`config.mk`:
```
export PLATFORM = sky130hd
export DESIGN_NAME = fpga_top
export DESIGN_NICKNAME = d
export VERILOG_FILES = /design/src/rtl/fpga_top_pkg.sv /design/src/rtl/fpga_top_uart_core.sv /design/src/rtl/fpga_top.sv
export SDC_FILE = /design/constraint.sdc
export NUM_CORES = 1
export LEC_CHECK = 0
export BUFFER_PORTS_ARGS = -buffer_cell sky130_fd_sc_hd__buf_2
export CAP_MARGIN = 0
export CORE_MARGIN = 5
export CORE_UTILIZATION = 60
export DETAILED_ROUTE_END_ITERATION = 8
export PLACE_DENSITY = 0.78
export SETUP_SLACK_MARGIN = 0.1
export SLEW_MARGIN = 20
export SYNTH_ARGS = -nofsm -noshare
export SYNTH_HDL_FRONTEND = slang
export SYNTH_SLANG_ARGS = --single-unit
```
`constraint.sdc`:
```
create_clock -name clk -period 5.9 [get_ports clk]
set_input_delay 0.885 -clock clk [delete_from_list [all_inputs] [get_ports clk]]
set_output_delay 0.885 -clock clk [all_outputs]
set_load 0.005 [all_outputs]
```
`src/rtl/fpga_top_pkg.sv`:
```
// fpga_top_pkg: shared constants and state encodings for the UART GPIO bridge.
// Optional build macro used by fpga_top: FPGA_TOP_FLOW_CTRL_EN.
package fpga_top_pkg;
  localparam logic [7:0] CMD_WRITE = 8'h57;  // 'W': next byte goes to output_pins
  localparam logic [7:0] CMD_READ  = 8'h52;  // 'R': reply with sampled input_pins
  localparam int         CNT_W     = 12;     // baud counter width, covers CLK_DIV up to 4095

  typedef enum logic {
    ST_IDLE,
    ST_WAIT_DATA
  } cmd_state_t;

  typedef enum logic [2:0] {
    RX_WAIT_HIGH,
    RX_IDLE,
    RX_START,
    RX_DATA,
    RX_STOP
  } rx_state_t;
endpackage

```
`src/rtl/fpga_top_uart_core.sv`:
```
// uart_core: input synchronizers, 8N1 receiver and transmitter sharing one
// CLK_DIV bit period. Received bytes appear as a one-cycle rx_valid pulse the
// cycle after the stop-bit sample, together with the GPIO value seen at that sample.
module uart_core
  import fpga_top_pkg::*;
#(
  parameter int CLK_DIV = 87
) (
  input  logic       clk,
  input  logic       rst,
  input  logic       rxd,
  input  logic       cts,
  input  logic [7:0] input_pins,
  input  logic       tx_start,
  input  logic [7:0] tx_data,
  output logic       txd,
  output logic       n_tx_en,
  output logic       tx_busy,
  output logic       cts_sync,
  output logic       rx_valid,
  output logic [7:0] rx_data,
  output logic [7:0] pins_snap
);
  localparam logic [CNT_W-1:0] DIV_M1  = CNT_W'(CLK_DIV - 1);
  localparam logic [CNT_W-1:0] HALF_M1 = CNT_W'(CLK_DIV / 2 - 1);

  logic [1:0]      rx_sync, cts_pipe;
  logic [1:0][7:0] pins_sync;
  logic            rx_s;

  // Two-flop synchronizers; serial lines reset to their idle/inhibit level.
  always_ff @(posedge clk or posedge rst) begin
    if (rst) begin
      rx_sync   <= 2'b11;
      cts_pipe  <= 2'b11;
      pins_sync <= '0;
    end else begin
      rx_sync   <= {rx_sync[0], rxd};
      cts_pipe  <= {cts_pipe[0], cts};
      pins_sync <= {pins_sync[0], input_pins};
    end
  end

  assign rx_s     = rx_sync[1];
  assign cts_sync = cts_pipe[1];

  rx_state_t        rx_state, rx_next;
  logic [CNT_W-1:0] rx_cnt;
  logic [2:0]       rx_bit;
  logic [7:0]       rx_shift;
  logic             rx_tick;

  // The start bit is sampled half a period in; every later bit one full period on.
  assign rx_tick = (rx_state == RX_START) ? (rx_cnt == HALF_M1) : (rx_cnt == DIV_M1);

  // Receiver next state; after reset or a framing error the line must go high first.
  always_comb begin
    rx_next = rx_state;
    case (rx_state)
      RX_WAIT_HIGH: if (rx_s) rx_next = RX_IDLE;
      RX_IDLE:      if (!rx_s) rx_next = RX_START;
      RX_START:     if (rx_tick) rx_next = rx_s ? RX_IDLE : RX_DATA;
      RX_DATA:      if (rx_tick && rx_bit == 3'd7) rx_next = RX_STOP;
      RX_STOP:      if (rx_tick) rx_next = rx_s ? RX_IDLE : RX_WAIT_HIGH;
      default:      rx_next = RX_WAIT_HIGH;
    endcase
  end

  // Receiver datapath: baud counter, shift register, byte hand-off.
  always_ff @(posedge clk or posedge rst) begin
    if (rst) begin
      rx_state  <= RX_WAIT_HIGH;
      rx_cnt    <= '0;
      rx_bit    <= '0;
      rx_shift  <= '0;
      rx_valid  <= 1'b0;
      rx_data   <= '0;
      pins_snap <= '0;
    end else begin
      rx_state <= rx_next;
      rx_valid <= 1'b0;
      if (rx_state inside {RX_WAIT_HIGH, RX_IDLE} || rx_tick) rx_cnt <= '0;
      else                                                 rx_cnt <= rx_cnt + 1'b1;
      if (rx_state == RX_START) rx_bit <= '0;
      if (rx_state == RX_DATA && rx_tick) begin
        rx_shift <= {rx_s, rx_shift[7:1]};
        rx_bit   <= rx_bit + 1'b1;
      end
      if (rx_state == RX_STOP && rx_tick && rx_s) begin
        rx_valid  <= 1'b1;
        rx_data   <= rx_shift;
        pins_snap <= pins_sync[1];
      end
    end
  end

  logic [CNT_W-1:0] tx_cnt;
  logic [3:0]       tx_bit;
  logic [8:0]       tx_shift;

  // Transmitter: start bit goes out on the accept edge, then data LSB first, then stop.
  always_ff @(posedge clk or posedge rst) begin
    if (rst) begin
      tx_busy  <= 1'b0;
      txd      <= 1'b1;
      n_tx_en  <= 1'b1;
      tx_cnt   <= '0;
      tx_bit   <= '0;
      tx_shift <= '0;
    end else if (!tx_busy) begin
      if (tx_start) begin
        tx_busy  <= 1'b1;
        txd      <= 1'b0;
        n_tx_en  <= 1'b0;
        tx_shift <= {1'b1, tx_data};
        tx_cnt   <= '0;
        tx_bit   <= '0;
      end
    end else if (tx_cnt == DIV_M1) begin
      tx_cnt <= '0;
      if (tx_bit == 4'd9) begin
        tx_busy <= 1'b0;
        txd     <= 1'b1;
        n_tx_en <= 1'b1;
      end else begin
        txd      <= tx_shift[0];
        tx_shift <= {1'b0, tx_shift[8:1]};
        tx_bit   <= tx_bit + 1'b1;
      end
    end else begin
      tx_cnt <= tx_cnt + 1'b1;
    end
  end
endmodule

```
`src/rtl/fpga_top.sv`:
```
// fpga_top: UART command bridge to 8 GPIO outputs/inputs.
// 'W' <byte> loads output_pins; 'R' replies with the sampled input_pins.
// Build macro FPGA_TOP_FLOW_CTRL_EN enables cts gating and rts busy indication.
module fpga_top
  import fpga_top_pkg::*;
#(
  parameter int CLK_DIV = 87
) (
  input  logic       clk,
  input  logic       rst,
  input  logic [7:0] input_pins,
  output logic [7:0] output_pins,
  input  logic       rxd,
  output logic       txd,
  input  logic       cts,
  output logic       rts,
  output logic       n_tx_en
);
  logic       rx_valid, tx_busy, tx_start, tx_ok, cts_sync;
  logic       pending, load_out, read_req;
  logic [7:0] rx_data, pins_snap, reply;
  cmd_state_t state, state_next;

  uart_core #(.CLK_DIV(CLK_DIV)) u_uart (
    .clk        (clk),
    .rst        (rst),
    .rxd        (rxd),
    .cts        (cts),
    .input_pins (input_pins),
    .tx_start   (tx_start),
    .tx_data    (reply),
    .txd        (txd),
    .n_tx_en    (n_tx_en),
    .tx_busy    (tx_busy),
    .cts_sync   (cts_sync),
    .rx_valid   (rx_valid),
    .rx_data    (rx_data),
    .pins_snap  (pins_snap)
  );

`ifdef FPGA_TOP_FLOW_CTRL_EN
  assign tx_ok = ~cts_sync;
  assign rts   = pending | tx_busy;
`else
  // cts is deliberately ignored in this build.
  logic unused_cts;
  assign unused_cts = cts_sync;
  assign tx_ok      = 1'b1;
  assign rts        = 1'b0;
`endif

  assign tx_start = pending & ~tx_busy & tx_ok;

  // Command state register.
  always_ff @(posedge clk or posedge rst) begin
    if (rst) state <= ST_IDLE;
    else     state <= state_next;
  end

  // Command decode on each received byte.
  always_comb begin
    state_next = state;
    load_out   = 1'b0;
    read_req   = 1'b0;
    if (rx_valid) begin
      case (state)
        ST_IDLE: begin
          if (rx_data == CMD_WRITE)     state_next = ST_WAIT_DATA;
          else if (rx_data == CMD_READ) read_req   = 1'b1;
        end
        ST_WAIT_DATA: begin
          load_out   = 1'b1;
          state_next = ST_IDLE;
        end
        default: state_next = ST_IDLE;
      endcase
    end
  end

  // GPIO output register and the single-entry read reply slot.
  always_ff @(posedge clk or posedge rst) begin
    if (rst) begin
      output_pins <= '0;
      pending     <= 1'b0;
      reply       <= '0;
    end else begin
      if (load_out) output_pins <= rx_data;
      if (tx_start) pending <= 1'b0;
      else if (read_req && !pending && !tx_busy) begin
        pending <= 1'b1;
        reply   <= pins_snap;
      end
    end
  end
endmodule

```
### After elaboration in Yosys (flattened, before gate mapping)

Index checks and enable logic that the tools add are counted.

| storage, ports and cells | value |
|---|---|
| flip-flop bits (word level) | 107 |
| output and inout bits | 11 |

| cells by class | value |
|---|---|
| add/subtract/negate cells | 4 |
| equality and inequality tests | 19 |
| muxes and demuxes | 45 |
| bitwise gates (word level) | 4 |
| reductions and logical operators | 19 |

Operator list:

| cell | count |
|---|---|
| $mux 12 | 4 |
| $mux 9 | 4 |
| $add 12x1->12 const B | 2 |
| $eq 12x7->1 const B | 2 |
| $mux 1 | 23 |
| $mux 3 | 7 |
| $eq 8x7->1 const B | 2 |
| $mux 4 | 4 |
| $pmux 3 s5 | 1 |
| $eq 12x6->1 const B | 1 |
| $ne 2x1->1 const B | 4 |
| $ne 2x2->1 const B | 4 |
| $reduce_bool 2->1 | 4 |
| $eq 3x2->1 const B | 2 |
| $eq 3x3->1 const B | 2 |
| $logic_and 1x1->1 | 6 |
| $reduce_and 3->1 | 2 |
| $reduce_and 5->1 | 1 |
| $add 4x1->4 const B | 1 |
| $eq 4x4->1 const B | 1 |
| $reduce_and 2->1 | 2 |
| $add 3x1->3 const B | 1 |
| $eq 3x1->1 const B | 1 |
| $logic_not 3->1 | 1 |
| other kinds (6) | 9 |

### Logic depth before layout (Yosys ltp)

| logic depth | value |
|---|---|
| depth in word-level cells | 9 |
| depth in mapped cells | 7 |

### By module

Synthesis repeated with hierarchy kept, for this count alone.

| unflattened totals | value |
|---|---|
| cell total of the unflattened synthesis | 375 |
| area, all modules | 4,762.1 sq um |

Modules (own cells, without submodules):

| module | instances | cells each | area each (sq um) | seq. area each (sq um) |
|---|---|---|---|---|
| uart_core | 1 | 327 | 4,020.1 | 2,284.7 |
| fpga_top | 1 | 48 | 742.0 | 450.4 |

### Worst setup path before layout

OpenSTA, ideal clock, no wires.

| timing path | value |
|---|---|
| path type | register to register |
| start | reg u_uart.rx_cnt[0] |
| end | reg u_uart.rx_shift[0] |
| library setup time | 125 ps |
| arrival | 2,187 ps |
| required time | 5,775 ps |
| slack | 3,588 ps |
| cell stages (with the launch flop) | 8 |
| path buffers | 1 |
| period minus slack after synthesis | 2,312 ps |
| path through | dfrtp_1 -> inv_1 -> ha_1 -> or4b_1 -> or4_4 -> nor2_4 -> buf_12 -> mux2_4 |

| between the ends | value |
|---|---|
| word-level cells in the longest chain between the ends | 3 |
| elaborated cells on any way between the ends | 4 |

Ends and longest elaborated chain:

| item | line | text |
|---|---|---|
| from (decl) | fpga_top_uart_core.sv:48 | `logic [CNT_W-1:0] rx_cnt;` |
| from (signal assigned) | fpga_top_uart_core.sv:83 | `else rx_cnt <= rx_cnt + 1'b1;` |
| $eq 12x7->1 / $eq 12x6->1 (equally long branches) | fpga_top_uart_core.sv:54 | `assign rx_tick = (rx_state == RX_START) ? (rx_cnt == HALF_M1) : (rx_cnt == DIV_M1);` |
| $mux 1 (*) | fpga_top_uart_core.sv:54 |  |
| $logic_and 1x1->1 (*) | fpga_top_uart_core.sv:85 | `if (rx_state == RX_DATA && rx_tick) begin` |
| to (signal assigned) | fpga_top_uart_core.sv:86 | `rx_shift <= {rx_s, rx_shift[7:1]};` |
| to (decl) | fpga_top_uart_core.sv:50 | `logic [7:0] rx_shift;` |

Every way passes the cells marked *; elsewhere a longest branch is shown, timed or not.
A chain may end at the register's enable or synchronous reset.

### Worst setup path in the final report

| timing path | value |
|---|---|
| start | reg u_uart.rx_cnt[0] |
| end | reg u_uart.rx_shift[6] |

Same word-level chain as after synthesis.

==> flow_summary_export.csv <==
group,metric,value,unit
synthesis,netlist_instances,368,
synthesis,avgSynthCellArea,12.4,um2
worst_hold_path,hold_path_class,"flip-flop to flip-flop",
worst_hold_path,holdCritStartpoint,"u_uart.pins_sync[5]$_DFF_PP0_",
setup_path,start_kind,"flip-flop",
setup_path,reg2reg_from,"u_uart.rx_cnt[0]$_DFF_PP0_",
die,rows,31,
timing,slew_viol_final,0,
placement,hpwl,5.05,mm
synthesis,synth_top_area_cell,"dfrtp_1",
synthesis,yosysWarnings,0,
cts,clk_latency,380,ps
setup_path,critPathKind,"flip-flop to flip-flop",
cts,htreeDepth,3,
timing,max_freq,377,MHz
setup_path,arrival,2920,ps
drt,ant_nets,0,
status,outcome,"finished clean",
synthesis,postSynth.asyncResetShare,100,%
drt,drt-pass1-iter-count,4,
placement,place_ws,3280,ps
pwr,p_leak,2.35,nW
pwr,power,0.00131,W
setup_path,startpoint,"u_uart.rx_cnt[0]$_DFF_PP0_",
setup_path,worstPathCellList,"inv_1 -> ha_1 -> or4b_1 -> or4_4 -> nor2_4 -> mux2_2",
synthesis,synth_commonest_cells,"103 x dfrtp_1, 35 x mux2_2, 28 x nand2_1",
pwr,ir_drop,0.163,mV
timing,clock_skew,12.5,ps
timing,grt_setup_unrepaired,"false",
global_route,track_usage,17.7,%
cts,clkSinkCount,107,
die,die_w,97.3,um
setup_path,critPathBufInv,1,
synthesis,synthTopCellsByArea,"dfrtp_1 56%, mux2_2 8.6%, a22o_1 3.3%",
timing,tightest_slew,825,ps
layout,syn_to_final_growth,8.83,%
synthesis,synth_top_area_share,56.3,%
setup_path,cpPeakStageDelay,580,ps
die,die_area,0.00947,mm2
setup_path,critPathSlowestCell,"or4_4",
die,die_h,97.3,um
cts,cts_post_setup_buffers_inserted,0,
layout,finalNetCount,412,
placement,io_buffers,20,
cts,cts.path.max_buffers,2,
drt,drc,0,
setup_path,end_kind,"flip-flop",
synthesis,synth-seq-cells,107,
drt,vias,2849,
cts,cts_root_buf,"clkbuf_8",
pwr,p_per_area,262,mW/mm2
timing,min_period,2650,ps
placement,placedCellCount,480,
global_route,grt_pass1_wl,13.8,mm
die,initial_core_util,62.4,%
synthesis,yosys_most_used_dff,"dfrtp_1",
cts,ctsResizeCount,0,
drt,wire_per_inst,15.1,um
die,core,0.00733,mm2
timing,fin_setup_tns,0,ps
timing,whs,358,ps
drt,vias_per_cell,5.74,
layout,final_layout_size_suffix_gt1_share,23.7,%
setup_path,critPathRequiredTime,6160,ps
global_route,antenna_found_initial,0,
synthesis,synth.most_common_cell,"dfrtp_1",
cts,postCtsHoldBufs,0,
global_route,grt_max_degree,89,
global_route,grt_pass1_vias,2967,
synthesis,syn_area,0.00457,mm2
timing,finalSetupViolations,0,
layout,final_cell_count_no_fill,496,
placement,place.gp.congestion,0.782,
timing,finalHoldViolCount,0,
drt,drt_iter0_drc,176,
setup_path,critPathTopFamily,"simple AND/OR/NAND/NOR gates",
setup_path,cp_max_fo,12,
cts,cts_buffers,9,
timing,maxSlewHeadroom,45.0,%
global_route,gr-total-overflow,0,
synthesis,yosysSeqAreaShare,58.6,%
timing,fin_crit_sh,44.9,%
drt,totalWireLength,7.50,mm
job,maxCapViolCount,0,
layout,n_antenna_cell,0,
timing,fin_ws,3250,ps
synthesis,syn_nets,388,
cts,path_clk_slew,110,ps
synthesis,synth_edf_count,0,
die,ioPinCount,23,
cts,cts_tree,"yes",
synthesis,synthDistinctLibCells,54,
layout make-up:
cell class,count,area [um2]
timing repair buffer,24,134
clock inverter,7,83.8
clock buffer,9,124
multi-input combinational,239,1790
fill,544,2350
inverter,11,43.8
sequential,107,2680
tap,99,124
through the flow:
| step | utilization, % | area, um2 |
|---|---|---|
| floorplan | - | 4570 |
| global placement | 65.0 | 4770 |
| detailed placement | 65.0 | 4770 |
| CTS | 67.9 | 4970 |
| global route | 67.9 | 4980 |
| finish | 67.9 | 4980 |
cells by family after synthesis:
group / count (synthesis) / share of synthesized area, %
and+or+nand+nor: 123 / 14.7
DFF: 107 / 58.6
AOI/OAI and AO/OA: 49 / 8.18
muxes: 45 / 11.5
buffers and inverters: 22 / 2.30
xor gates and xnor gates: 13 / 2.49
adders and majority gates: 8 / 2.19
other: 1 / 0.0820
cells in the final DEF, fill, tap and decap left out, types with 8 or more instances in the layout:
cell        n
inv_1      10
nand4_1     8
o21ai_0    12
nand3_1    15
dfrtp_1   103
clkbuf_8    9
nand2_1    28
a22o_1     17
xnor2_1    11
buf_2      20
nor2_1     25
ha_1        8
mux2_2     35
final timing paths:
kind | to | slack (ps) | depth (start not counted)
max | u_uart.rx_shift[6]$_DFFE_PP0P_ | 3250 | 6
min | u_uart.pins_sync[13]$_DFF_PP0_ | 360 | 0
max reg2reg | u_uart.rx_shift[6]$_DFFE_PP0P_ | 3250 | 6
min reg2reg | u_uart.pins_sync[13]$_DFF_PP0_ | 360 | 0
max in group asynchronous | u_uart.rx_state[0]$_DFFE_PP0P_ | 4450 | 3
min in group asynchronous | u_uart.pins_sync[0]$_DFF_PP0_ | 420 | 2
layer usage:
layer  wire length (um)  global-route usage, %  vias up
met4                157                   8.73        0
met3                310                   3.88       13
met2               3670                   28.1       58
li1                   -                      -     1372
met1               3360                   23.2     1406
met5                  0                      0        -
power breakdown:
| part | switching (W) | internal [W] |
|---|---|---|
| Sequential | 0.0000241 | 0.000754 |
| Combinational | 0.0000575 | 0.0000308 |
| Clock | 0.000271 | 0.000168 |
sequential cells by signal, summed over array words and instances (netlist names), 2 cells and up:
register,cells
u_uart.tx_cnt,12
u_uart.rx_sync,2
u_uart.pins_sync,16
u_uart.rx_bit,3
u_uart.tx_bit,4
u_uart.rx_shift,8
u_uart.rx_cnt,12
u_uart.rx_state,3
u_uart.rx_data,8
u_uart.pins_snap,8
u_uart.tx_shift,9
reply,8
output_pins,8
(Power assumes the default switching activity.)
